### src/rtl/cam_stream_receiver_if.sv
// Packet output stream of the CAM receiver: head packet, its flags and the
// valid/ready handshake toward the consumer.
interface cam_stream_receiver_if;
  logic [31:0] pkt_o;
  logic        pkt_valid_o;
  logic        pkt_ready_i;
  logic        pkt_is_reset_o;
  logic        pkt_is_heartbeat_o;

  modport master (
    output pkt_o, pkt_valid_o, pkt_is_reset_o, pkt_is_heartbeat_o,
    input  pkt_ready_i
  );

  modport slave (
    input  pkt_o, pkt_valid_o, pkt_is_reset_o, pkt_is_heartbeat_o,
    output pkt_ready_i
  );
endinterface

### src/rtl/cam_stream_receiver.sv
// Receive side of the 4-bit CAM bus-capture stream. Synchronizes the strobe,
// sync and nibble lines, realigns nibbles into 32-bit packets, classifies
// reset/heartbeat packets and buffers them for a valid/ready consumer.
module cam_stream_receiver #(
  parameter int SYNC_STAGES  = 2,
  parameter int IDLE_TIMEOUT = 4096,
  parameter int FIFO_DEPTH   = 4
) (
  input  logic                  clk_i,
  input  logic                  rst_n,
  input  logic                  cam_pclk,
  input  logic                  cam_sync,
  input  logic [3:0]            cam_data,
  cam_stream_receiver_if.master pkt_if,
  output logic                  locked_o,
  output logic [15:0]           pkt_count_o,
  output logic [15:0]           resync_err_count_o,
  output logic [15:0]           drop_count_o,
  output logic [15:0]           hb_gap_count_o
);

  localparam int AW = (FIFO_DEPTH > 1) ? $clog2(FIFO_DEPTH) : 1;
  localparam int IW = $clog2(IDLE_TIMEOUT + 1);

  typedef enum logic {S_HUNT, S_LOCKED} state_t;

  function automatic logic [15:0] sat_inc(input logic [15:0] v);
    return (v == 16'hFFFF) ? v : v + 16'd1;
  endfunction

  // ---------------- synchronizers and sample event ----------------
  logic [SYNC_STAGES-1:0]      r_pclk_sync;
  logic [SYNC_STAGES-1:0]      r_sync_sync;
  logic [SYNC_STAGES-1:0][3:0] r_data_sync;
  logic                        r_pclk_d;
  logic                        r_evt;
  logic                        r_evt_sync;
  logic [3:0]                  r_evt_nib;

  logic       w_pclk_s;
  logic       w_sync_s;
  logic [3:0] w_data_s;

  // All three lines share one depth so the strobe and its payload stay aligned.
  assign w_pclk_s = r_pclk_sync[SYNC_STAGES-1];
  assign w_sync_s = r_sync_sync[SYNC_STAGES-1];
  assign w_data_s = r_data_sync[SYNC_STAGES-1];

  // Synchronizer chains plus registered rising-edge detect of pclk.
  always_ff @(posedge clk_i) begin
    if (!rst_n) begin
      r_pclk_sync <= '0;
      r_sync_sync <= '0;
      r_data_sync <= '0;
      r_pclk_d    <= 1'b0;
      r_evt       <= 1'b0;
      r_evt_sync  <= 1'b0;
      r_evt_nib   <= 4'h0;
    end else begin
      r_pclk_sync <= {r_pclk_sync[SYNC_STAGES-2:0], cam_pclk};
      r_sync_sync <= {r_sync_sync[SYNC_STAGES-2:0], cam_sync};
      r_data_sync <= {r_data_sync[SYNC_STAGES-2:0], cam_data};
      r_pclk_d    <= w_pclk_s;
      r_evt       <= w_pclk_s & ~r_pclk_d;
      r_evt_sync  <= w_sync_s;
      r_evt_nib   <= w_data_s;
    end
  end

  // ---------------- alignment FSM ----------------
  state_t        r_state;
  logic [2:0]    r_idx;
  logic [31:0]   r_shreg;
  logic [IW-1:0] r_idle;
  logic [15:0]   r_resync_cnt;

  logic        w_locked;
  logic        w_resync;
  logic        w_complete;
  logic        w_timeout;
  logic [31:0] w_pkt;

  assign w_locked   = (r_state == S_LOCKED);
  assign w_resync   = r_evt & w_locked & r_evt_sync & (r_idx != 3'd0);
  assign w_complete = r_evt & w_locked & ~w_resync & (r_idx == 3'd7);
  assign w_timeout  = ~r_evt & w_locked & (r_idx != 3'd0) &
                      (r_idle == IW'(IDLE_TIMEOUT - 1));
  assign w_pkt      = {r_shreg[27:0], r_evt_nib};

  // Hunt for sync, then shift nibbles in; resync and idle abandon partials.
  always_ff @(posedge clk_i) begin
    if (!rst_n) begin
      r_state      <= S_HUNT;
      r_idx        <= 3'd0;
      r_shreg      <= '0;
      r_idle       <= '0;
      r_resync_cnt <= '0;
    end else if (r_evt) begin
      r_idle  <= '0;
      // Older nibbles simply shift out, so a restart needs no explicit clear.
      r_shreg <= w_pkt;
      case (r_state)
        S_HUNT: begin
          if (r_evt_sync) begin
            r_state <= S_LOCKED;
            r_idx   <= 3'd1;
          end
        end
        default: begin
          if (w_resync) begin
            r_idx        <= 3'd1;
            r_resync_cnt <= sat_inc(r_resync_cnt);
          end else begin
            r_idx <= r_idx + 3'd1;
          end
        end
      endcase
    end else if (w_locked && (r_idx != 3'd0)) begin
      if (w_timeout) begin
        r_state <= S_HUNT;
        r_idx   <= 3'd0;
        r_idle  <= '0;
      end else begin
        r_idle <= r_idle + IW'(1);
      end
    end else begin
      r_idle <= '0;
    end
  end

  // ---------------- output FIFO ----------------
  logic [31:0] r_mem [FIFO_DEPTH];
  logic [AW-1:0] r_wr;
  logic [AW-1:0] r_rd;
  logic [AW:0]   r_cnt;

  logic w_full;
  logic w_pop;
  logic w_push;
  logic w_drop_full;

  assign w_full      = (r_cnt == (AW+1)'(FIFO_DEPTH));
  assign w_pop       = (r_cnt != '0) & pkt_if.pkt_ready_i;
  // A pop in the same cycle frees the slot, so a full FIFO still accepts.
  assign w_push      = w_complete & (~w_full | w_pop);
  assign w_drop_full = w_complete & w_full & ~w_pop;

  // Storage array, written on push only.
  always_ff @(posedge clk_i) begin
    if (w_push) r_mem[r_wr] <= w_pkt;
  end

  // Pointers and occupancy.
  always_ff @(posedge clk_i) begin
    if (!rst_n) begin
      r_wr  <= '0;
      r_rd  <= '0;
      r_cnt <= '0;
    end else begin
      if (w_push) r_wr <= r_wr + AW'(1);
      if (w_pop)  r_rd <= r_rd + AW'(1);
      case ({w_push, w_pop})
        2'b10:   r_cnt <= r_cnt + (AW+1)'(1);
        2'b01:   r_cnt <= r_cnt - (AW+1)'(1);
        default: r_cnt <= r_cnt;
      endcase
    end
  end

  // ---------------- heartbeat tracking and counters ----------------
  logic        r_hb_vld;
  logic [7:0]  r_last_hb;
  logic [15:0] r_hb_gap_cnt;
  logic [15:0] r_pkt_cnt;
  logic [15:0] r_drop_cnt;

  logic w_new_is_hb;
  assign w_new_is_hb = (w_pkt[31:16] == 16'hC0FF) && (w_pkt[7:0] == 8'hAA);

  // Heartbeat continuity is judged on every completed packet, dropped or not.
  always_ff @(posedge clk_i) begin
    if (!rst_n) begin
      r_hb_vld     <= 1'b0;
      r_last_hb    <= 8'h00;
      r_hb_gap_cnt <= '0;
    end else if (w_complete) begin
      if (w_pkt == 32'h0000_0001) begin
        r_hb_vld <= 1'b0;
      end else if (w_new_is_hb) begin
        if (r_hb_vld && (w_pkt[15:8] != r_last_hb + 8'd1))
          r_hb_gap_cnt <= sat_inc(r_hb_gap_cnt);
        r_last_hb <= w_pkt[15:8];
        r_hb_vld  <= 1'b1;
      end
    end
  end

  // Written and dropped packet counters; full-drop and timeout never coincide.
  always_ff @(posedge clk_i) begin
    if (!rst_n) begin
      r_pkt_cnt  <= '0;
      r_drop_cnt <= '0;
    end else begin
      if (w_push) r_pkt_cnt <= sat_inc(r_pkt_cnt);
      if (w_drop_full || w_timeout) r_drop_cnt <= sat_inc(r_drop_cnt);
    end
  end

  // ---------------- outputs ----------------
  assign pkt_if.pkt_valid_o        = (r_cnt != '0);
  assign pkt_if.pkt_o              = pkt_if.pkt_valid_o ? r_mem[r_rd] : 32'h0;
  assign pkt_if.pkt_is_reset_o     = (pkt_if.pkt_o == 32'h0000_0001);
  assign pkt_if.pkt_is_heartbeat_o = (pkt_if.pkt_o[31:16] == 16'hC0FF) &&
                                     (pkt_if.pkt_o[7:0] == 8'hAA);
  assign locked_o           = w_locked;
  assign pkt_count_o        = r_pkt_cnt;
  assign resync_err_count_o = r_resync_cnt;
  assign drop_count_o       = r_drop_cnt;
  assign hb_gap_count_o     = r_hb_gap_cnt;

endmodule
### src/flat_wrapper.sv
// flat-port wrapper written by rule: the top's interface ports become plain ports
module cam_stream_receiver_flat 
#(
  parameter int SYNC_STAGES  = 2,
  parameter int IDLE_TIMEOUT = 4096,
  parameter int FIFO_DEPTH   = 4
)
  (clk_i, rst_n, cam_pclk, cam_sync, cam_data, locked_o, pkt_count_o, resync_err_count_o, drop_count_o, hb_gap_count_o, pkt_if_pkt_o, pkt_if_pkt_valid_o, pkt_if_pkt_is_reset_o, pkt_if_pkt_is_heartbeat_o, pkt_if_pkt_ready_i);
  cam_stream_receiver_if pkt_if_i ();
  input  logic clk_i;
  input  logic rst_n;
  input  logic cam_pclk;
  input  logic cam_sync;
  input  logic [3:0] cam_data;
  output logic locked_o;
  output logic [15:0] pkt_count_o;
  output logic [15:0] resync_err_count_o;
  output logic [15:0] drop_count_o;
  output logic [15:0] hb_gap_count_o;
  output wire logic [$bits(pkt_if_i.pkt_o)-1:0] pkt_if_pkt_o;
  output wire logic [$bits(pkt_if_i.pkt_valid_o)-1:0] pkt_if_pkt_valid_o;
  output wire logic [$bits(pkt_if_i.pkt_is_reset_o)-1:0] pkt_if_pkt_is_reset_o;
  output wire logic [$bits(pkt_if_i.pkt_is_heartbeat_o)-1:0] pkt_if_pkt_is_heartbeat_o;
  input wire logic [$bits(pkt_if_i.pkt_ready_i)-1:0] pkt_if_pkt_ready_i;
  assign pkt_if_pkt_o = pkt_if_i.pkt_o;
  assign pkt_if_pkt_valid_o = pkt_if_i.pkt_valid_o;
  assign pkt_if_pkt_is_reset_o = pkt_if_i.pkt_is_reset_o;
  assign pkt_if_pkt_is_heartbeat_o = pkt_if_i.pkt_is_heartbeat_o;
  assign pkt_if_i.pkt_ready_i = pkt_if_pkt_ready_i;
  cam_stream_receiver #(.SYNC_STAGES(SYNC_STAGES), .IDLE_TIMEOUT(IDLE_TIMEOUT), .FIFO_DEPTH(FIFO_DEPTH)) u_core (.clk_i(clk_i), .rst_n(rst_n), .cam_pclk(cam_pclk), .cam_sync(cam_sync), .cam_data(cam_data), .pkt_if(pkt_if_i), .locked_o(locked_o), .pkt_count_o(pkt_count_o), .resync_err_count_o(resync_err_count_o), .drop_count_o(drop_count_o), .hb_gap_count_o(hb_gap_count_o));
endmodule
### config.mk
export PLATFORM = sky130hd
export DESIGN_NAME = cam_stream_receiver_flat
export DESIGN_NICKNAME = d
export VERILOG_FILES = /design/src/rtl/cam_stream_receiver_if.sv /design/src/rtl/cam_stream_receiver.sv /design/src/flat_wrapper.sv
export SDC_FILE = /design/constraint.sdc
export NUM_CORES = 1
export LEC_CHECK = 0
export BUFFER_PORTS_ARGS = -buffer_cell sky130_fd_sc_hd__clkbuf_2
export CORE_ASPECT_RATIO = 1.2
export CORE_MARGIN = 8
export CORE_UTILIZATION = 36
export CTS_CLUSTER_SIZE = 25
export DETAILED_ROUTE_END_ITERATION = 10
export HOLD_SLACK_MARGIN = 0.03
export PLACE_DENSITY = 0.52
export SYNTH_ARGS = -nofsm -noshare
export SYNTH_HDL_FRONTEND = slang
export SYNTH_SLANG_ARGS = --single-unit
### constraint.sdc
create_clock -name clk_i -period 3.1 [get_ports clk_i]
set_input_delay 0.31 -clock clk_i [delete_from_list [all_inputs] [get_ports clk_i]]
set_output_delay 0.31 -clock clk_i [all_outputs]
set_load 0.005 [all_outputs]
After elaboration in Yosys (flattened, before gate mapping)
Memories as Yosys holds them, arrays and structs flattened. A register that Yosys moved wholly into a read port is not among the register bits.
Cells that the tools add are included.
{ "classes": {"mux": 19, "add_sub_neg": 11, "n_eq_ne": 17, "bitwise_logic": 26, "reduce_logical": 20} }
{ "ops": {"columns": ["operator", "count"], "rows": [
  ["16-bit == test, second input constant", 6],
  ["16-bit by 1-bit adder with 16-bit output, second input constant", 4],
  ["32-bit by 1-bit == test with 1-bit output, second input constant", 2],
  ["32-bit 2-to-1 mux", 1],
  ["3-bit 2-to-1 mux", 6],
  ["8-bit == test, second input constant", 2],
  ["13-bit by 1-bit adder with 13-bit output, second input constant", 1],
  ["1-bit bitwise AND", 13],
  ["13-bit by 12-bit == test with 1-bit output, second input constant", 1],
  ["1-bit inverter", 12],
  ["1-bit 2-to-1 mux", 9],
  ["8-bit by 1-bit adder with 8-bit output, second input constant", 1],
  ["8-bit inequality test", 1],
  ["2-bit AND reduction", 4],
  ["2-bit nonzero test", 4],
  ["3-bit by 1-bit adder with 3-bit output, second input constant", 2],
  ["3-bit == test, second input constant", 2],
  ["3-bit case mux with 2 select lines", 1],
  ["3-bit AND reduction", 2],
  ["3-bit nonzero test", 2],
  ["5-bit AND reduction", 1],
  ["2-bit by 1-bit adder with 2-bit output, second input constant", 2],
  ["1-bit logical AND", 4],
  ["2-bit 2-to-1 mux", 2],
  ["8 further kinds", 8]
]} }
{ "word_totals": {"out_inout_bits": 100, "input_bits": 9, "ramBits": 128, "regBits": 144, "memories": 1} }
{ "mem_list": {"columns": ["name", "words", "width", "read_ports", "rd_ports_with_merged_regs", "wr", "line", "text"], "rows": [
  ["u_core.r_mem", 4, 32, 1, 1, 1, "cam_stream_receiver.sv:132", "logic [31:0] r_mem [FIFO_DEPTH];"]
]} }

Depth between registers and ports, before layout
{ "depth": {"depth_word": 10, "depth_mapped": 11, "ltp_nobuf": 10} }

Least setup slack after synthesis
Ideal clock, no wire load.
{ "synth_path": {"kind": "register to register", "startpoint": "register u_core.r_idx[0]", "endpoint": "memory u_core.r_mem[1][0], enable pin", "synth_period_minus_slack_ns": 2.725, "setup_ns": 0.392, "required_time_ns": 2.708, "n_path_buf": 1, "stages_incl_launch_ff": 8, "arrival_ns": 2.333, "setup_slack_ns": 0.375, "path_cell_list": "dfxtp_1 ha_1 ha_1 nand3_1 a21o_1 buf_1 nor2_1 and2_1"} }
{ "synth_via": {"elab_chain_len": 8} }
{ "synth_lines": {"columns": ["element", "line", "text"], "rows": [
  ["from (decl)", "cam_stream_receiver.sv:72", "logic [2:0] r_idx;"],
  ["from (signal assigned)", "cam_stream_receiver.sv:114", "r_idx <= r_idx + 3'd1;"],
  ["3-bit nonzero test", "cam_stream_receiver.sv:84", "assign w_resync = r_evt & w_locked & r_evt_sync & (r_idx != 3'd0);"],
  ["1-bit bitwise AND", "cam_stream_receiver.sv:84", null],
  ["1-bit inverter", "cam_stream_receiver.sv:85", "assign w_complete = r_evt & w_locked & ~w_resync & (r_idx == 3'd7);"],
  ["1-bit bitwise AND", "cam_stream_receiver.sv:85", null],
  ["1-bit bitwise AND (*)", "cam_stream_receiver.sv:85", null],
  ["1-bit bitwise AND (*)", "cam_stream_receiver.sv:145", "assign w_push = w_complete & (~w_full | w_pop);"],
  ["1-bit 2-to-1 mux (*)", "cam_stream_receiver.sv:150", "if (w_push) r_mem[r_wr] <= w_pkt;"],
  ["1-bit 2-to-1 mux (not written as such) (*)", "cam_stream_receiver.sv:150", null],
  ["to (decl)", "cam_stream_receiver.sv:132", null]
]} }
Mark *: on every way between the ends. The rest lies on a longest branch, timed or not.

==> flow_summary.toml <==
[outcome]
outcome = "finished, final reports clean"

[global_routing]
grt_first_pass_wirelength_mm = 42.57
grt_max_degree = 64
met2_usage_pct = 23.79
grt_pass1_vias = 7630
antenna_found_initial = 0
grt.overflow.total = 0
use_met1_pct = 16.88
grt.total_usage_pct = 13.47
grt_use_met3_pct = 2.610
top_usage_layer = "met2"

[clock_network]
cts_max_level = 1
clockRootBuffer = "clkbuf_16"
cts_buffers = 28
cts_tree = "done"
path_clk_slew_ns = 0.06
clock-sinks = 274
clock_latency_ns = 0.54
clk_path_buf_depth = 3

[worst_setup_path]
crit_required_ns = 2.79
path_max_fanout = 14
path_buf_inv = 2
crit_path_end = "pkt_if_pkt_is_reset_o"
startpoint_type = "register"
ff2ff_path_depth = 8
crit_chain = "buf_12 > mux4_2 > nor4_1 > nand4_1 > nor3_1 > clkbuf_2"
cp.arrival_ns = 2.65
critPathKind = "register to primary output"
r2r_slack_ns = 0.47
r2r_end = "u_core.drop_count_o[11]"
slowest_delay_ns = 0.55
cp_num_cells = 6
crit_slowest_cell = "mux4_2"
cp_top_family = "simple AND/OR/NAND/NOR gates"
endpoint_kind = "primary output"
r2r-start = "u_core.r_idx[0]"

[place]
portBuffers = 108
gp_congestion = 0.7651
dp.cells = 1470
place_area_um2 = 12850
dp_hpwl_mm = 17.88

[logic_synthesis]
synthArstFlopShare_pct = 0
yosysSeqAreaShare_pct = 57.87
synth.area.mux_share_pct = 11.14
yosysTopAreaCell = "edfxtp_1"
synth_top_family_by_area = "simple AND/OR/NAND/NOR gates"
yosys.area.top_type_share_pct = 32.87
syn_area_per_cell_um2 = 12.02
synthAdderAreaFrac_pct = 1.562
synth_edf_count = 128
mappedNetlistNets = 996
synth_ff_type = "dfxtp_1"
synthSimpleGateAreaFrac_pct = 18.33
synthesis.area_um2 = 11690
synth_cell_types = 69
synth-xor-area-share_pct = 4.419
synth-seq-cells = 274
yosys_warnings = 0
syn_inst = 973
netlist_top_cells_area = "edfxtp_1 (33%), dfxtp_1 (25%), mux4_2 (6.2%), mux2i_1 (4.9%), nor2_1 (3.7%)"
synth-compound-area-share_pct = 4.559

[job]
max_cap_viol_count = 0

[layout]
fin_nets = 1131
fillers = 3012
drive_gt1_share_pct = 21.68
final_area_um2 = 14030
final_cells = 1537
area_growth_pct = 19.98
diodes = 0

[die]
dieArea_um2 = 38530
rows = 72
chipWidth_um = 180.5
die_h_um = 213.4
start_util_pct = 36.36
ios = 109
core_um2 = 32160

[timing]
fin_crit_sh_pct = 95.45
min_period_ns = 2.959
tightest_slew_ns = 0.9892
finalHoldViolCount = 0
setup_tns_ns = 0
finalSetupViolations = 0
slew_headroom_pct = 34.05
max_freq_ghz = 0.3380
skew_ns = 0.01385
slew_violations = 0

[detailed_routing]
drtIter0Drc = 385
drtAntennaViolNets = 0
vias = 7815
wl_mm = 26.63
routed_via_density = 5.085
drc = 0
dr.pass1.iters = 5
wire_per_inst_um = 17.33

[pwr]
p_total_mw = 7.414
power_leakage_nw = 4.957
cellPowerDensity_nw_per_um2 = 528.5
peakVddDrop_mv = 0.3283

[min_path]
hold_path.class = "primary input to register"
cells in the final DEF (no fill, tap or decap), drive strengths merged, types with 10 or more instances in the layout:
master	n
ha	13
nor2	116
edfxtp	128
and3	10
dfxtp	146
mux2i	57
xnor2	33
nand2	55
nor4	20
nand3	40
clkbuf	146
nor3	16
a211oi	13
inv	17
nand2b	18
xor2	26
and2	57
nand4	27
buf	34
a21oi	20
mux4	32
area by class of cell:
cell class	instances	area, um2	share of cell area (%)
multi-input cells	638	4735	33.75
clock buffers	37	775.7	5.530
well taps	407	509.2	3.630
repair buffers	149	968.4	6.903
flip-flops and latches	274	6771	48.27
clock inverters	15	205.2	1.463
inverters	17	63.81	0.4549
layer usage:
layer  share of wire [%]  wire, um
met1                  44     11810
met5                   0         0
met4                 1.5       403
met2                  49     13120
met3                 4.8      1289
synthesized netlist by cell type (all sizes together) (17+ instances only):
| library cell | number |
|---|---|
| mux4 | 32 |
| nand4 | 27 |
| dfxtp | 146 |
| a21oi | 20 |
| nand2 | 55 |
| nand3 | 40 |
| xnor2 | 33 |
| xor2 | 26 |
| clkbuf | 29 |
| mux2i | 57 |
| edfxtp | 128 |
| inv | 17 |
| and2 | 57 |
| nor2 | 116 |
| nand2b | 18 |
| nor4 | 20 |
power breakdown:
group | total (mW) | switching, mW | internal (mW)
sequential | 3.77 | 0.00826 | 3.76
clock | 3.55 | 1.38 | 2.17
combinational | 0.0885 | 0.0571 | 0.0315
worst min-delay path, stage by stage:
cell,delay [ns]
clkbuf_2,0.10
inv_2,0.19
nor2_1,0.15
how the worst min path moves through the flow:
stage                                from                      to  slack (ns)  cells after the start
after global placement    u_core.r_pclk_d            u_core.r_evt        0.36                      1
after global routing                rst_n      u_core.r_shreg[16]        0.26                      3
final                               rst_n  u_core.drop_count_o[8]        0.25                      3
after detailed placement  u_core.r_pclk_d            u_core.r_evt        0.37                      1
after floorplan           u_core.r_pclk_d            u_core.r_evt        0.37                      1
after CTS                           rst_n  u_core.drop_count_o[8]        0.23                      3
logic make-up (layout without fill, tap and decap cells):
kind of cell               after synthesis  in the layout
adders and majority gates               14             14
xor gates and xnor gates                59             59
AOI/OAI and AO/OA                       74             74
and+or+nand+nor                        401            401
DFF                                    274            274
muxes                                   90             90
buffers and inverters                   61            218
sequential cells by signal, summed over array words and instances (netlist names), named ones only:
register and cells:
u_core.r_hb_vld 1, u_core.drop_count_o 16, u_core.r_data_sync 4, u_core.r_cnt 3, u_core.r_wr 2, u_core.hb_gap_count_o 16
u_core.r_idx 3, u_core.r_evt_sync 1, u_core.r_evt_nib 4, u_core.r_shreg 28, u_core.w_data_s 4, u_core.resync_err_count_o 16
u_core.r_pclk_sync 2, u_core.r_idle 13, u_core.r_sync_sync 2, u_core.pkt_count_o 16, u_core.r_rd 2, u_core.r_last_hb 8
u_core.r_mem 128, u_core.r_evt 1, u_core.r_pclk_d 1, u_core.locked_o 1
timing repair:
item,in CTS,in global routing
hold buffers,6,0
cloned,0,1
endpoints found under the hold margin,6,0
buffers inserted,0,8
resized for setup,3,7
endpoints found under the setup margin,2,2
through the flow:
| step | setup slack (ns) | hold slack, ns | util (%) |
|---|---|---|---|
| global route | -0.001395 | 0.2621 | 43.62 |
| finish | 0.1411 | 0.2511 | 43.62 |
| CTS | 0.004305 | 0.2304 | 43.26 |
| floorplan | 0.3748 | 0.3674 | - |
| global placement | 0.3707 | 0.3637 | 39.95 |
| detailed placement | 0.4063 | 0.3709 | 39.95 |
No activity file was read; power rests on OpenSTA's default activity.
